[config.mk]
export PLATFORM = sky130hd
export DESIGN_NAME = prince_sbox_inv_cms
export DESIGN_NICKNAME = d
export VERILOG_FILES = /design/src/rtl/prince_cms_pkg.sv /design/src/rtl/prince_sinv_cms_bit.sv /design/src/rtl/prince_sbox_inv_cms.sv
export SDC_FILE = /design/constraint.sdc
export NUM_CORES = 1
export LEC_CHECK = 0
export CORE_ASPECT_RATIO = 1.25
export CORE_UTILIZATION = 50
export CTS_BUF_LIST = sky130_fd_sc_hd__clkbuf_4 sky130_fd_sc_hd__clkbuf_8
export DETAILED_ROUTE_END_ITERATION = 10
export HOLD_SLACK_MARGIN = 0.02
export PLACE_DENSITY = 0.8
export SETUP_SLACK_MARGIN = 0.15
export SLEW_MARGIN = 40
export SYNTH_ARGS = -nofsm -noshare
export SYNTH_HDL_FRONTEND = slang
export SYNTH_SLANG_ARGS = --single-unit
[constraint.sdc]
create_clock -name clk -period 1.31 [get_ports clk]
set_clock_uncertainty 0.05 [all_clocks]
set_input_delay 0.131 -clock clk [delete_from_list [all_inputs] [get_ports clk]]
set_output_delay 0.131 -clock clk [all_outputs]
set_load 0.005 [all_outputs]
[src/rtl/prince_cms_pkg.sv]
// Shared constants and types for the first-order CMS PRINCE inverse S-box.
// Holds the share geometry, the per-output-bit algebraic normal form of
// S^-1 used by the share-expansion logic, and the plain S^-1 reference table.
package prince_cms_pkg;

  localparam int NSHARE      = 2;
  localparam int NEXP        = 8;
  localparam int RND_W       = 28;
  localparam int RND_PER_BIT = 7;

  typedef logic [NSHARE*4-1:0] share_vec_t;
  typedef logic [NEXP-1:0]     exp_vec_t;

  // ANF coefficient masks of S^-1, one per output bit; bit m set means the
  // monomial prod(x[v] for v in m) is present. All monomials are degree <= 3.
  //   y0 = 1 ^ x0x1 ^ x1x2 ^ x3 ^ x0x1x3 ^ x2x3 ^ x0x2x3
  //   y1 = 1 ^ x0x2 ^ x1x2 ^ x0x1x2 ^ x1x3 ^ x2x3
  //   y2 = x0 ^ x0x1 ^ x2 ^ x0x2 ^ x1x2 ^ x0x1x2 ^ x1x3 ^ x0x1x3
  //   y3 = 1 ^ x0 ^ x1 ^ x0x1 ^ x0x2 ^ x1x2 ^ x0x1x2 ^ x2x3 ^ x0x2x3 ^ x1x2x3
  localparam logic [15:0] SINV_ANF [4] = '{16'h3949, 16'h14E1, 16'h0CFA, 16'h70EF};

  // Unmasked S^-1 lookup, index 0..F.
  localparam logic [3:0] SINV_TABLE [16] = '{
    4'hB, 4'h7, 4'h3, 4'h2, 4'hF, 4'hD, 4'h8, 4'h9,
    4'hA, 4'h6, 4'h4, 4'h0, 4'h5, 4'hE, 4'hC, 4'h1
  };

endpackage

[src/rtl/prince_sinv_cms_bit.sv]
// Share expansion for one output bit of the CMS PRINCE inverse S-box.
// Component e (0..7) takes share e[0] of x0, e[1] of x1, e[2] of x2 and
// e[0]^e[1]^e[2] of x3. Any three variables then see every share combination
// exactly once across the eight components, so each cubic monomial is
// covered exactly once. Lower-degree monomials are placed only in the
// components where enough unused variables sit on share 0, which again
// selects each share combination exactly once. No component ever touches
// both shares of one variable.
module prince_sinv_cms_bit
  import prince_cms_pkg::*;
#(
  parameter logic [15:0] COEF = 16'h0000
) (
  input  share_vec_t x_sh,
  output exp_vec_t   comp
);

  function automatic int share_of(input int v, input int e);
    if (v < 3) return (e >> v) & 1;
    return (e ^ (e >> 1) ^ (e >> 2)) & 1;
  endfunction

  // Build each component as the XOR of its assigned monomial share-products.
  always_comb begin
    logic term;
    logic incl;
    int   need;
    comp = '0;
    term = 1'b0;
    incl = 1'b0;
    need = 0;
    for (int e = 0; e < NEXP; e++) begin
      for (int m = 0; m < 16; m++) begin
        if (COEF[m]) begin
          term = 1'b1;
          incl = 1'b1;
          need = 3 - $countones(m[3:0]);
          for (int v = 0; v < 4; v++) begin
            if (m[v]) begin
              term = term & x_sh[4*share_of(v, e) + v];
            end else if (need > 0) begin
              incl = incl & (share_of(v, e) == 0);
              need--;
            end
          end
          if (incl) comp[e] = comp[e] ^ term;
        end
      end
    end
  end

endmodule

[src/rtl/prince_sbox_inv_cms.sv]
// First-order CMS PRINCE inverse S-box with a valid/ready interface.
// Stage 1 registers the eight expanded shares per output bit together with
// the fresh randomness; the compression back to two shares is combinational
// from that register. Defining PRINCE_SBOX_INV_CMS_OUTREG_EN adds a second
// register on the compressed shares (latency 2 instead of 1).
// Only NSHARE=2 and NEXP=8 are supported.
module prince_sbox_inv_cms
  import prince_cms_pkg::RND_W, prince_cms_pkg::SINV_ANF;
#(
  parameter int NSHARE = 2,
  parameter int NEXP   = 8
) (
  input  logic                  clk,
  input  logic                  rst_n,
  input  logic                  in_valid_i,
  output logic                  in_ready_o,
  input  logic [NSHARE*4-1:0]   x_sh_i,
  input  logic [RND_W-1:0]      rnd_i,
  output logic                  out_valid_o,
  input  logic                  out_ready_i,
  output logic [NSHARE*4-1:0]   y_sh_o
);

  logic [3:0][NEXP-1:0] comp_d;
  logic [3:0][NEXP-1:0] exp_q;
  logic [RND_W-1:0]     rnd_q;
  logic                 full1;
  logic                 s1_take;
  logic                 s1_release;
  logic [NSHARE*4-1:0]  y_d;

  for (genvar b = 0; b < 4; b++) begin : g_bit
    prince_sinv_cms_bit #(.COEF(SINV_ANF[b])) u_bit (
      .x_sh (x_sh_i),
      .comp (comp_d[b])
    );
  end

  assign s1_take = in_valid_i && in_ready_o;

  // Stage-1 register: expanded shares and their refresh randomness move together.
  always_ff @(posedge clk or negedge rst_n) begin
    if (!rst_n) begin
      full1 <= 1'b0;
      exp_q <= '0;
      rnd_q <= '0;
    end else if (s1_take) begin
      full1 <= 1'b1;
      exp_q <= comp_d;
      rnd_q <= rnd_i;
    end else if (s1_release) begin
      full1 <= 1'b0;
    end
  end

  // Ring refresh: share k picks up mask bits k and k-1, so each mask bit
  // enters exactly two shares and cancels in the sum; then 4+4 compression.
  always_comb begin
    logic [6:0]      m;
    logic [NEXP-1:0] q;
    y_d = '0;
    m   = '0;
    q   = '0;
    for (int b = 0; b < 4; b++) begin
      m = rnd_q[7*b +: 7];
      q = exp_q[b] ^ {1'b0, m} ^ {m, 1'b0};
      y_d[b]     = ^q[3:0];
      y_d[4 + b] = ^q[7:4];
    end
  end

`ifdef PRINCE_SBOX_INV_CMS_OUTREG_EN
  logic                full2;
  logic                s2_ready;
  logic [NSHARE*4-1:0] y_q;

  assign s2_ready    = !full2 || out_ready_i;
  assign s1_release  = s2_ready;
  assign in_ready_o  = !full1 || s2_ready;
  assign out_valid_o = full2;
  assign y_sh_o      = y_q;

  // Stage-2 register on the compressed shares; refills while draining.
  always_ff @(posedge clk or negedge rst_n) begin
    if (!rst_n) begin
      full2 <= 1'b0;
      y_q   <= '0;
    end else if (full1 && s2_ready) begin
      full2 <= 1'b1;
      y_q   <= y_d;
    end else if (out_ready_i) begin
      full2 <= 1'b0;
    end
  end
`else
  assign s1_release  = out_ready_i;
  assign in_ready_o  = !full1 || out_ready_i;
  assign out_valid_o = full1;
  assign y_sh_o      = y_d;
`endif

endmodule
---- Word level (Yosys, flattened, before mapping) ----
Cells that the tools add are included.
Widths: inputs -> output; s select.
word-level totals
  flip-flop bits (word level) ............. 61
  output and inout port bits .............. 10
cells by class
  mux-type cells .......................... 2
  bitwise operators ....................... 153
  reductions and logical operators ........ 12
operator list
  kind               number
  $xor 1x1->1        90
  $and 1x1->1        52
  $reduce_xor 4->1   8
  $xor 8x7->8        4
  $xor 8x8->8        4
  $not 1->1          3
  $mux 1             2
  $reduce_bool 2->1  1
  $logic_and 1x1->1  1
  $logic_not 1->1    1
  $logic_or 1x1->1   1

---- Longest topological paths before layout ----
  depth in word-level cells ............... 9
  depth in mapped cells ................... 6

---- Hierarchy ----
From an unflattened synthesis, not the netlist that was laid out.
second synthesis, totals
  cells, all modules ...................... 207
  area, all modules ....................... 2506.2 µm²
by module, submodules not included
  module                                 instances  cells an instance  area each (µm²)  seq. area each (µm²)
  prince_sbox_inv_cms                    1          114                1845.5           925.9
  prince_sinv_cms_bit at g_bit[0].u_bit  1          26                 210.2            0.0
  prince_sinv_cms_bit at g_bit[3].u_bit  1          29                 209.0            0.0
  prince_sinv_cms_bit at g_bit[1].u_bit  1          20                 121.4            0.0
  prince_sinv_cms_bit at g_bit[2].u_bit  1          18                 120.1            0.0

---- Worst setup path before layout ----
Ideal clock, no wire load.
  path type ............................... input-to-reg
  start ................................... input port x_sh_i[6]
  end ..................................... register exp_q[4] (netlist bit)
  arrival ................................. 1.130 ns
  data required time ...................... 1.177 ns
  slack ................................... 0.048 ns
  cell stages on the path ................. 6
  path buffers ............................ 2
  cells stage by stage .................... buf_2 > buf_4 > and2_1 > ha_1 > xor2_1 > o21ai_0
on the way
  word-level cells in the longest chain between the ends .. 5
  elaborated cells between the ends (all ways) .. 8
  classes of those cells .................. 8 x bitwise
ends and longest elaborated chain
  what                      line                       source
  from (decl)               prince_sbox_inv_cms.sv:17  input logic [NSHARE*4-1:0] x_sh_i,
  $and 1x1->1               prince_sinv_cms_bit.sv:40  term = term & x_sh[4*share_of(v, e) + v];
  $xor 1x1->1 (3 in a row)  prince_sinv_cms_bit.sv:46  if (incl) comp[e] = comp[e] ^ term;
  $xor 1x1->1 (*)           prince_sinv_cms_bit.sv:46
  to (signal assigned)      prince_sbox_inv_cms.sv:49  exp_q <= comp_d;
  to (decl)                 prince_sbox_inv_cms.sv:25  logic [3:0][NEXP-1:0] exp_q;
Mark *: on every way between the ends. The rest lies on a longest branch, timed or not.
A chain may end at the register's enable or synchronous reset.

---- Worst setup path after layout ----
  start ................................... register exp_q[1] (netlist bit)
  end ..................................... output port y_sh_o[0]
on the way
  word-level cells in the longest chain between the ends .. 3
ends and longest elaborated chain
  what              line                       source
  $xor 8x7->8       prince_sbox_inv_cms.sv:66  q = exp_q[b] ^ {1'b0, m} ^ {m, 1'b0};
  $xor 8x8->8       prince_sbox_inv_cms.sv:66
  $reduce_xor 4->1  prince_sbox_inv_cms.sv:67  y_d[b] = ^q[3:0];
  to (decl)         prince_sbox_inv_cms.sv:21  output logic [NSHARE*4-1:0] y_sh_o
Every way passes these cells.

==> impl_metrics.json <==
{
  "status": "finished, violations left",
  "violations": "negative setup slack",
  "nNetsFinal": 363,
  "worst_pin_slew_ns": 0.477,
  "crit_start": "exp_q[1]",
  "finalHoldViolCount": 0,
  "reg2reg_depth": 7,
  "wl_um": 6840,
  "num_vias": 2158,
  "clockBufferDepth": 2,
  "grt_max_degree": 38,
  "finalCritPeriodShare": 1.22,
  "globalRouteMet1Util": 0.327,
  "rsz0062_at_grt": "yes",
  "min_period_ns": 1.59,
  "synthDistinctLibCells": 43,
  "yosysTopAreaCell": "dfrtp_1",
  "die-area_um2": 5000,
  "ant_nets": 0,
  "die_y_um": 78.8,
  "whs_path_depth": 3,
  "n_antenna_cell": 0,
  "drtIter0Drc": 138,
  "cts-htree-levels": 2,
  "hold_ws_ns": 0.344,
  "ys.flop_type": "dfrtp_1",
  "path_class": "reg2out",
  "drive_above_1_share": 0.492,
  "synth_edf_count": 0,
  "finalPower_mw": 3.81,
  "numCtsBuffers": 5,
  "cp_data_required_time_ns": 1.13,
  "cts_root_buffer": "clkbuf_8",
  "clk_latency_ns": 0.29,
  "syn_area_per_cell_um2": 9.01,
  "cts_tree": "yes",
  "synth-seq-cells": 37,
  "fin_tns_setup_ns": -1.89,
  "final_cells": 381,
  "gr-usage-all-layers": 0.263,
  "slew_headroom": 0.682,
  "synthCells": 262,
  "hold_path_class": "in2reg",
  "clk_pin_slew_ns": 0.07,
  "antenna_found_initial": 0,
  "place_hpwl_um": 3730,
  "rows": 27,
  "p_leak_nw": 1.58,
  "die_w_um": 63.5,
  "setup_viol": 10,
  "clock-sinks": 37,
  "wl_per_cell_um": 18.0,
  "cp-start-kind": "flop",
  "yosysWarnings": 0,
  "synth_nets": 303,
  "cap_viol_max_count": 0,
  "place_inst": 356,
  "start_util": 0.529,
  "io_pins": 50,
  "place_area_um2": 2770,
  "final_area_um2": 3500,
  "layout_setup_ws_ns": -0.283,
  "top_usage_layer": "met2",
  "area_growth_pct": 48.1,
  "worstReg2RegEnd": "exp_q[0]",
  "arrival_ns": 1.41,
  "reg2reg_from": "out_valid_o",
  "grt_use_met2": 0.443,
  "synth-seq-area-share": 0.392,
  "grt_use_met3": 0.0316,
  "route.detailed.drc": 0,
  "synth_area_um2": 2360,
  "fmax_ghz": 0.628,
  "min_from": "rnd_i[17]",
  "drv_slew": 0,
  "avgViaCountPerCell": 5.66,
  "place.gp.congestion": 0.840,
  "hold_end": "rnd_q[17]",
  "synthTopCellsByArea": "dfrtp_1 39%, xnor2_1 13%, nand2_1 8.9%",
  "grt_pass1_vias": 2016,
  "grt_pass1_wl_um": 10000,
  "endpoint_kind": "primary output",
  "port_buffers": 25,
  "r2r_slack_ns": -0.08,
  "core-area_um2": 4460,
  "p_per_area_nw_per_um2": 1090,
  "fillerInstances": 272,
  "async_flop_share": 1.00,
  "ir_drop_v": 0.000623,
  "overflow": 0,
  "critPathMaxFanout": 2,
  "firstDrtPassIters": 4,
  "yosysTopAreaCellShare": 0.392
}
==> report_power, final <==
part | switching (mW) | leakage (nW) | internal (mW)
sequential | 0.165 | 0.468 | 1.28
clock | 0.378 | 0.0498 | 0.440
combinational | 0.699 | 1.06 | 0.843
total | 1.24 | 1.58 | 2.56
==> layout make-up <==
cell class,instances,area (µm²),share of cell area
Clock buffer,8,91.3,0.0261
Sequential cell,37,928,0.266
Timing Repair Buffer,80,776,0.222
Multi-Input combinational cell,197,1620,0.465
Inverter,1,3.75,0.00107
Tap cell,58,72.6,0.0208
==> critical path, cell delays in order (launching register included) <==
cell and delay, ns:
dfrtp_1 0.41, xnor2_2 0.25, xnor2_2 0.16, xnor2_1 0.15
buf_2 0.15
==> state kept, by name (all words and copies together), names as in the netlist <==
signal	cells
out_valid_o	1
exp_q	32
rnd_q	4
==> layout by cell type, fill, tap and decap left out, drive strengths merged <==
| cell type | count |
|---|---|
| and2 | 4 |
| o21a | 1 |
| o31a | 1 |
| a31oi | 2 |
| nand2b | 8 |
| a22oi | 1 |
| o211ai | 1 |
| nand2 | 56 |
| o21ai | 24 |
| o22ai | 1 |
| nand3 | 10 |
| nor3 | 1 |
| nor2b | 5 |
| a21oi | 9 |
| dlygate4sd2 | 6 |
| o31ai | 2 |
| clkdlybuf4s50 | 9 |
| xor2 | 9 |
| inv | 1 |
| a311oi | 2 |
| dlygate4sd3 | 1 |
| mux2 | 2 |
| ha | 1 |
| a211oi | 1 |
| a221o | 1 |
| xnor2 | 34 |
| buf | 64 |
| and2b | 1 |
| clkbuf | 8 |
| nor2 | 12 |
| a21o | 2 |
| dfrtp | 37 |
| mux2i | 2 |
| a221oi | 1 |
| nand4b | 1 |
| nor3b | 2 |
==> synth_stat cells, types with 2 or more instances <==
master / n
nand2_1: 56
dfrtp_1: 37
xnor2_1: 34
o21ai_0: 18
nor2_1: 12
buf_2: 11
buf_6: 10
nand3_1: 10
a21oi_1: 8
xor2_1: 8
nand2b_1: 7
buf_4: 5
nor2b_1: 5
o21ai_1: 5
a21o_1: 2
a311oi_1: 2
a31oi_1: 2
and2_1: 2
and2_4: 2
mux2i_1: 2
nor3b_1: 2
==> how the worst max path moves through the flow <==
stage                           end  cells after the start  slack [ns]
after floorplan           exp_q[16]                      4        0.12
after global placement    exp_q[16]                      4       -0.32
after detailed placement  exp_q[16]                      4       -0.34
after CTS                 y_sh_o[3]                      4       -0.22
after global routing      y_sh_o[3]                      4       -0.33
final                     y_sh_o[0]                      4       -0.28
==> stage by stage <==
step	utilization	setup WS, ns
finish	0.784	-0.283
global placement	0.622	-0.316
global route	0.784	-0.329
detailed placement	0.622	-0.338
CTS	0.722	-0.221
floorplan	-	0.123
==> per-layer routing <==
metal | routed length [µm] | vias up
met5 | 0 | -
met4 | 270 | 0
met3 | 334 | 20
met2 | 3530 | 88
met1 | 2710 | 1074
li1 | - | 976
==> cell families after synthesis <==
kind of cell | Yosys count | synth area share
and+or+nand+nor | 100 | 0.195
AOI/OAI and AO/OA | 49 | 0.131
xor gates and xnor gates | 43 | 0.163
DFF | 37 | 0.392
buffers and inverters | 28 | 0.0943
muxes | 4 | 0.0196
adders and majority gates | 1 | 0.00530
==> timing repair <==
| item | 4_1_cts | 5_1_grt |
|---|---|---|
| setup endpoints to repair | 42 | 45 |
| hold endpoints to repair | 37 | 0 |
| setup buffers | 7 | 6 |
| pin swaps | 61 | 25 |
| resized for setup | 124 | 52 |
| gates cloned | 3 | 0 |
| hold buffers | 1 | 0 |
No activity file was read; power rests on OpenSTA's default activity.
